File: src/rtl/fully_registered_handshake_pkg.sv
// Shared defaults and state encoding for the fully registered valid/ready slice.
package fully_registered_handshake_pkg;

  localparam int unsigned WIDTH_DEF = 9;
  localparam int unsigned DEPTH_DEF = 256;

  typedef enum logic [1:0] {
    EMPTY = 2'd0,
    ONE   = 2'd1,
    FULL  = 2'd2
  } state_e;

  // Number of words held by the slice in a given state.
  function automatic logic [1:0] occupancy(input state_e st);
    case (st)
      EMPTY:   occupancy = 2'd0;
      ONE:     occupancy = 2'd1;
      FULL:    occupancy = 2'd2;
      default: occupancy = 2'd0;
    endcase
  endfunction

endpackage

File: src/rtl/fully_registered_handshake_if.sv
// Source/destination handshake bundle; slave = the slice, master = the environment.
interface fully_registered_handshake_if
  import fully_registered_handshake_pkg::*;
#(
  parameter int unsigned WIDTH = WIDTH_DEF
) ();

  logic             idle;
  logic             src_vaild;
  logic [WIDTH-1:0] src_data_in;
  logic             src_ready;
  logic             dst_ready;
  logic             dst_vaild;
  logic [WIDTH-1:0] dst_data_out;

  modport slave (
    input  idle,
    input  src_vaild,
    input  src_data_in,
    output src_ready,
    input  dst_ready,
    output dst_vaild,
    output dst_data_out
  );

  modport master (
    output idle,
    output src_vaild,
    output src_data_in,
    input  src_ready,
    output dst_ready,
    input  dst_vaild,
    input  dst_data_out
  );

endinterface

File: src/rtl/fully_registered_handshake.sv
// Two-entry skid buffer: every output driven straight from a flop, one word per clock.
module fully_registered_handshake
  import fully_registered_handshake_pkg::*;
#(
  parameter int unsigned WIDTH = WIDTH_DEF
) (
  input  logic                          clk,
  input  logic                          s_rst,
  fully_registered_handshake_if.slave   bus
);

  state_e           state_q, state_d;
  logic [WIDTH-1:0] main_q, main_d;
  logic [WIDTH-1:0] skid_q, skid_d;
  logic             src_ready_q, src_ready_d;
  logic             dst_vaild_q, dst_vaild_d;
  logic             in_fire, out_fire;

  assign in_fire  = bus.src_vaild & src_ready_q;
  assign out_fire = dst_vaild_q & bus.dst_ready;

  always_comb begin
    state_d = state_q;
    main_d  = main_q;
    skid_d  = skid_q;
    unique case (state_q)
      EMPTY: begin
        if (in_fire) begin
          state_d = ONE;
          main_d  = bus.src_data_in;
        end
      end
      ONE: begin
        case ({in_fire, out_fire})
          2'b10: begin
            state_d = FULL;
            skid_d  = bus.src_data_in;
          end
          2'b11: main_d = bus.src_data_in;
          2'b01: state_d = EMPTY;
          default: ;
        endcase
      end
      FULL: begin
        // src_ready is low here, so only the output side can move.
        if (out_fire) begin
          state_d = ONE;
          main_d  = skid_q;
          skid_d  = '0;
        end
      end
      default: state_d = EMPTY;
    endcase
    dst_vaild_d = (state_d != EMPTY);
    src_ready_d = (state_d != FULL) && !bus.idle;
  end

  always_ff @(posedge clk or posedge s_rst) begin
    if (s_rst) begin
      state_q     <= EMPTY;
      main_q      <= '0;
      skid_q      <= '0;
      src_ready_q <= 1'b0;
      dst_vaild_q <= 1'b0;
    end else begin
      state_q     <= state_d;
      main_q      <= main_d;
      skid_q      <= skid_d;
      src_ready_q <= src_ready_d;
      dst_vaild_q <= dst_vaild_d;
    end
  end

  assign bus.src_ready    = src_ready_q;
  assign bus.dst_vaild    = dst_vaild_q;
  assign bus.dst_data_out = main_q;

  a_dst_hold: assert property (@(posedge clk) disable iff (s_rst)
    (dst_vaild_q && !bus.dst_ready) |=> (dst_vaild_q && $stable(main_q)));

  a_ready_room: assert property (@(posedge clk) disable iff (s_rst)
    src_ready_q |-> (occupancy(state_q) < 2'd2));

endmodule

File: src/flat_wrapper.sv
// flat-port wrapper written by rule: the top's interface ports become plain ports
module fully_registered_handshake_flat import fully_registered_handshake_pkg::*;
#(
  parameter int unsigned WIDTH = WIDTH_DEF
)
  (clk, s_rst, bus_idle, bus_src_vaild, bus_src_data_in, bus_src_ready, bus_dst_ready, bus_dst_vaild, bus_dst_data_out);
  fully_registered_handshake_if #(.WIDTH(WIDTH)) bus_i ();
  input  logic clk;
  input  logic s_rst;
  input wire logic [$bits(bus_i.idle)-1:0] bus_idle;
  input wire logic [$bits(bus_i.src_vaild)-1:0] bus_src_vaild;
  input wire logic [$bits(bus_i.src_data_in)-1:0] bus_src_data_in;
  output wire logic [$bits(bus_i.src_ready)-1:0] bus_src_ready;
  input wire logic [$bits(bus_i.dst_ready)-1:0] bus_dst_ready;
  output wire logic [$bits(bus_i.dst_vaild)-1:0] bus_dst_vaild;
  output wire logic [$bits(bus_i.dst_data_out)-1:0] bus_dst_data_out;
  assign bus_i.idle = bus_idle;
  assign bus_i.src_vaild = bus_src_vaild;
  assign bus_i.src_data_in = bus_src_data_in;
  assign bus_src_ready = bus_i.src_ready;
  assign bus_i.dst_ready = bus_dst_ready;
  assign bus_dst_vaild = bus_i.dst_vaild;
  assign bus_dst_data_out = bus_i.dst_data_out;
  fully_registered_handshake #(.WIDTH(WIDTH)) u_core (.clk(clk), .s_rst(s_rst), .bus(bus_i));
endmodule
File: config.mk
export PLATFORM = sky130hd
export DESIGN_NAME = fully_registered_handshake_flat
export DESIGN_NICKNAME = d
export VERILOG_FILES = /design/src/rtl/fully_registered_handshake_pkg.sv /design/src/rtl/fully_registered_handshake_if.sv /design/src/rtl/fully_registered_handshake.sv /design/src/flat_wrapper.sv
export SDC_FILE = /design/constraint.sdc
export NUM_CORES = 1
export LEC_CHECK = 0
export CORE_MARGIN = 10
export CORE_UTILIZATION = 43
export CTS_CLUSTER_SIZE = 30
export DETAILED_ROUTE_END_ITERATION = 6
export PLACE_DENSITY_LB_ADDON = 0.12
export SLEW_MARGIN = 5
export SYNTH_ARGS = -nofsm -noshare
export SYNTH_HDL_FRONTEND = slang
export SYNTH_SLANG_ARGS = --single-unit
File: constraint.sdc
create_clock -name clk -period 1.8 [get_ports clk]
set_input_delay 0.18 -clock clk [delete_from_list [all_inputs] [get_ports clk]]
set_output_delay 0.18 -clock clk [all_outputs]
set_load 0.05 [all_outputs]
; ---- Yosys cells after proc, flatten, opt, wreduce, memory -nomap -nowiden
; Cells that the tools add are included.
[word_totals]
latch_bits = 0
reg_bits = 22
ramBits = 0
mem_count = 0
output_inout_bits = 11
mem_bits_ro = 0
word_cells = 36
[classes]
add_sub_neg = 0
n_mul = 0
n_reduce_logical = 8
order_cmp = 0
n_eq_ne = 10
shifts = 0
n_mux = 11
n_div = 0
n_bitwise = 2
[ops]
columns = operator, count
row1 = $mux W9, 5
row2 = $pmux W9 S3, 1
row3 = $pmux W9 S2, 1
row4 = $eq A2 B2 Y1 const B, 3
row5 = $ne A2 B1 Y1 const B, 3
row6 = $pmux W2 S3, 1
row7 = $eq A2 B1 Y1 const B, 2
row8 = $mux W2, 2
row9 = $ne A2 B2 Y1 const B, 2
row10 = $pmux W2 S2, 1
row11 = $reduce_and A4 Y1, 1
row12 = $reduce_bool A2 Y1, 2
row13 = $reduce_and A3 Y1, 1
row14 = $reduce_bool A3 Y1, 1
row15 = $and A1 B1 Y1, 2
row16 = $logic_not A2 Y1, 1
row17 = $logic_and A1 B1 Y1, 1
row18 = $logic_not A1 Y1, 1

; ---- Depth between registers and ports, before layout
; Gate-level depths: netlist (run 1).
[logic_depth]
depth_word = 6
mapped_depth = 7
depth_no_buf = 6

; ---- Least setup slack after synthesis (run 1)
; OpenSTA, ideal clock, no wires.
[synth_path]
kind = reg2reg
startpoint = register u_core.src_ready_q (netlist: u_core.bus.src_ready)
endpoint = register u_core.main_q[7] (netlist: u_core.bus.dst_data_out[7])
arrival_time_ps = 1809
path_slack_ps = -82
stages_incl_launch_ff = 6
synth_period_minus_slack_ps = 1882
cell_sequence = dfrtp_1 -> a21boi_0 -> a2111oi_4 -> buf_6 -> nor2_2 -> a21oi_2
[synth_via]
elab_chain_cells = 4
elab_cells_between_ends = 5
[synth_lines]
columns = item, line_no
row1 = start: declaration, fully_registered_handshake.sv:15  ; logic src_ready_q, src_ready_d;
row2 = start signal: assignment, fully_registered_handshake.sv:69  ; src_ready_q <= src_ready_d;
row3 = $and A1 B1 Y1 (*), fully_registered_handshake.sv:19  ; assign in_fire = bus.src_vaild & src_ready_q;
row4 = $eq A2 B2 Y1, fully_registered_handshake.sv:34  ; case ({in_fire, out_fire})
row5 = $ne A2 B2 Y1 (no line), -
row6 = $reduce_and A4 Y1 (no line) (*), -
row7 = end signal: assignment, fully_registered_handshake.sv:67  ; main_q <= main_d;
row8 = end: declaration, fully_registered_handshake.sv:13  ; logic [WIDTH-1:0] main_q, main_d;
; Mark *: on every way between the ends. The rest lies on a longest branch, timed or not.
; A chain may end at the register's enable or synchronous reset.

; ---- Worst setup path in the final report (run 1)
[layout_path]
startpoint = register u_core.src_ready_q (netlist: u_core.bus.src_ready)
endpoint = output port bus_src_ready
[layout_lines]
columns = item, line_no
row1 = end: declaration, flat_wrapper.sv:13  ; output wire logic [$bits(bus_i.src_ready)-1:0] bus_src_ready;
; No word-level cell between the ends.

==> results of run 1 <==
[sequential cells by signal, summed over array words and instances, names as in the netlist]
| register | count |
|---|---|
| u_core.bus.dst_data_out | 9 |
| u_core.bus.dst_vaild | 1 |
| u_core.bus.src_ready | 1 |
| u_core.skid_q | 9 |
| u_core.state_q | 2 |
[synth_stat cells (2+ instances only)]
library cell  count
ha_1              4
buf_6             2
a22o_1            9
nor2_1            9
a31oi_1           2
dfrtp_1          22
inv_1             4
nand2_1           2
nand3_1           4
a21oi_1           9
o21ai_0           2
mux2i_1           9
[metrics by stage]
step	setup slack (ns)	util	std cells	setup TNS, ns	hold slack (ns)
2_1_floorplan	0.0450	-	92	0	0.169
3_3_place_gp	0.0218	0.559	148	0	0.484
3_5_place_dp	-0.000433	0.559	148	-0.000433	0.481
4_1_cts	0.0281	0.574	152	0	0.191
5_1_grt	0.00522	0.582	154	0	0.185
6_report	0.0877	0.582	154	0	0.172
[where the power goes]
group          switching, mW  internal (mW)
logic                   1.09          0.773
registers              0.146          0.751
clock network          0.146          0.123
total                   1.39           1.65
[worst max path at each step]
stage	from	end	slack [ns]	depth (start not counted)
after global placement	bus_src_vaild	u_core.skid_q[1]	0.02	5
after CTS	u_core.state_q[1]	u_core.bus.dst_data_out[5]	0.03	7
after floorplan	u_core.state_q[0]	u_core.bus.dst_data_out[7]	0.04	7
after global routing	u_core.state_q[0]	u_core.bus.src_ready	0.005	7
after detailed placement	bus_src_vaild	u_core.skid_q[8]	-0.0004	5
final	u_core.bus.src_ready	bus_src_ready	0.09	1
[routing by layer]
metal / part of all wire / global-route usage
met5: 0 / 0
met4: 0.0075 / 0.0395
met3: 0.067 / 0.0381
met2: 0.46 / 0.142
met1: 0.47 / 0.113
[cells by family (layout without fill, tap and decap cells)]
group | after synthesis | count (layout) | synth area share
muxes | 9 | 9 | 0.0843
xor gates and xnor gates | 1 | 1 | 0.00820
DFF | 22 | 22 | 0.515
buffers and inverters | 8 | 40 | 0.0457
and+or+nand+nor | 18 | 18 | 0.0808
AOI/OAI and AO/OA | 30 | 30 | 0.219
adders and majority gates | 4 | 4 | 0.0468
[final cells by class]
| class | count | area [um2] |
|---|---|---|
| tap | 30 | 37.5 |
| fill | 224 | 1020 |
| inverter | 4 | 15.0 |
| multi-input combinational | 62 | 469 |
| clock buffer | 4 | 36.3 |
| sequential | 22 | 553 |
| timing repair buffer | 32 | 304 |
[what timing repair did]
item / in CTS / in global routing
endpoints found under the setup margin: 0 / 7
buffers inserted: 0 / 2
resized for setup: 0 / 2
==> results_dict.tcl, run 1 <==
set metrics [dict create \
    cp_cell_sequence "clkdlybuf4s50_1" \
    wl_mm 2.27 \
    power.density_nw_per_um2 2140 \
    maxCapViolCount 0 \
    overflow 0 \
    grt_setup_unrepaired "false" \
    grt_pass1_wl_mm 3.80 \
    fmax_mhz 584 \
    tightestPinTransition_ns 0.512 \
    crit_type "reg -> out" \
    slowest_delay_ns 0.81 \
    first_pass_iters 4 \
    cts_buffers 3 \
    reg2reg_to "u_core.bus.dst_data_out[5]" \
    path_clk_slew_ns 0.13 \
    drive_gt1_frac 0.153 \
    hold_viol 0 \
    synth_edf_count 0 \
    fin_crit_sh 0.951 \
    total_power_mw 3.03 \
    async_flop_share 1.00 \
    mostFrequentLayoutCells "clkdlybuf4s50_1 (24), dfrtp_1 (20)" \
    min_period_ns 1.71 \
    drtAntennaViolNets 0 \
    cp_max_fo 5 \
    worstSkewPairLatency_ns 0.31 \
    drt_iter0_markers 23 \
    cp.required_ns 1.62 \
    yosys.area.top_type "dfrtp_1" \
    status "complete, no violations" \
    final_common_cell "clkdlybuf4s50_1" \
    cp_num_buf_inv 1 \
    yosys_warnings 0 \
    core_area_um2 2430 \
    track_usage 0.0935 \
    start_util 0.439 \
    antenna_cells 0 \
    leakagePower_nw 0.603 \
    htreeDepth 1 \
    dieArea_um2 4880 \
    syn_inst 92 \
    dr_total_vias 782 \
    gp_congestion 0.813 \
    slew_headroom 0.658 \
    grt_max_degree 14 \
    fp.dieW_um 69.9 \
    critPathArrivalTime_ns 1.53 \
    holdBufCountCts 0 \
    vias_per_cell 5.08 \
    port_buffers 24 \
    antenna_found_initial 0 \
    fin_area_um2 1420 \
    grt_pass1_vias 789 \
    startpoint_type "register" \
    fin_nets 143 \
    slew_viol_final 0 \
    r2r_setup_slack_ns 0.15 \
    clkSinkCount 22 \
    crit_slowest_cell "clkdlybuf4s50_1" \
    clockBufferDepth 2 \
    avgSynthCellArea_um2 11.6 \
    setup-violations-final 0 \
    cts_root_buffer "clkbuf_4" \
    yosysTopAreaCellShare 0.515 \
    die_h_um 69.9 \
    ys_ff_latch 22 \
    syn_nets 110 \
    synth_seq_area_share 0.515 \
    synth.area.top_cells "dfrtp_1 (52%), mux2i_1 (8.4%), a22o_1 (7.4%)" \
    syn_to_final_growth_pct 32.4 \
    syn_area_um2 1070 \
    synthFlopType "dfrtp_1" \
    io_pins 25 \
    num_rows 18 \
    cp-end-kind "output pin" \
    crit_family "buffers and inverters" \
    hold_path.class "in -> async" \
    ir_drop_uv 1040 \
    place_area_um2 1360 \
    routedWlPerCell_um 14.7 \
    drc_errors 0 \
    hpwl_mm 1.72 \
    skew_ns 0.0151 \
    r2r_start "u_core.state_q[0]" \
    synth_cell_types 26 \
    cts_tree "done" \
    rr_worst_depth 6 \
]
(Power assumes the default switching activity.)
==> run 2: changes to the inputs <==
--- a/config.mk
+++ b/config.mk
@@ -7,7 +7,7 @@
 export LEC_CHECK = 0
 export CORE_MARGIN = 10
 export CORE_UTILIZATION = 43
-export CTS_CLUSTER_SIZE = 30
+export CTS_CLUSTER_SIZE = 16
 export DETAILED_ROUTE_END_ITERATION = 6
 export PLACE_DENSITY_LB_ADDON = 0.12
 export SLEW_MARGIN = 5
==> results of run 2 <==
The final DEF is identical to that of run 1; final timing and power are the same.
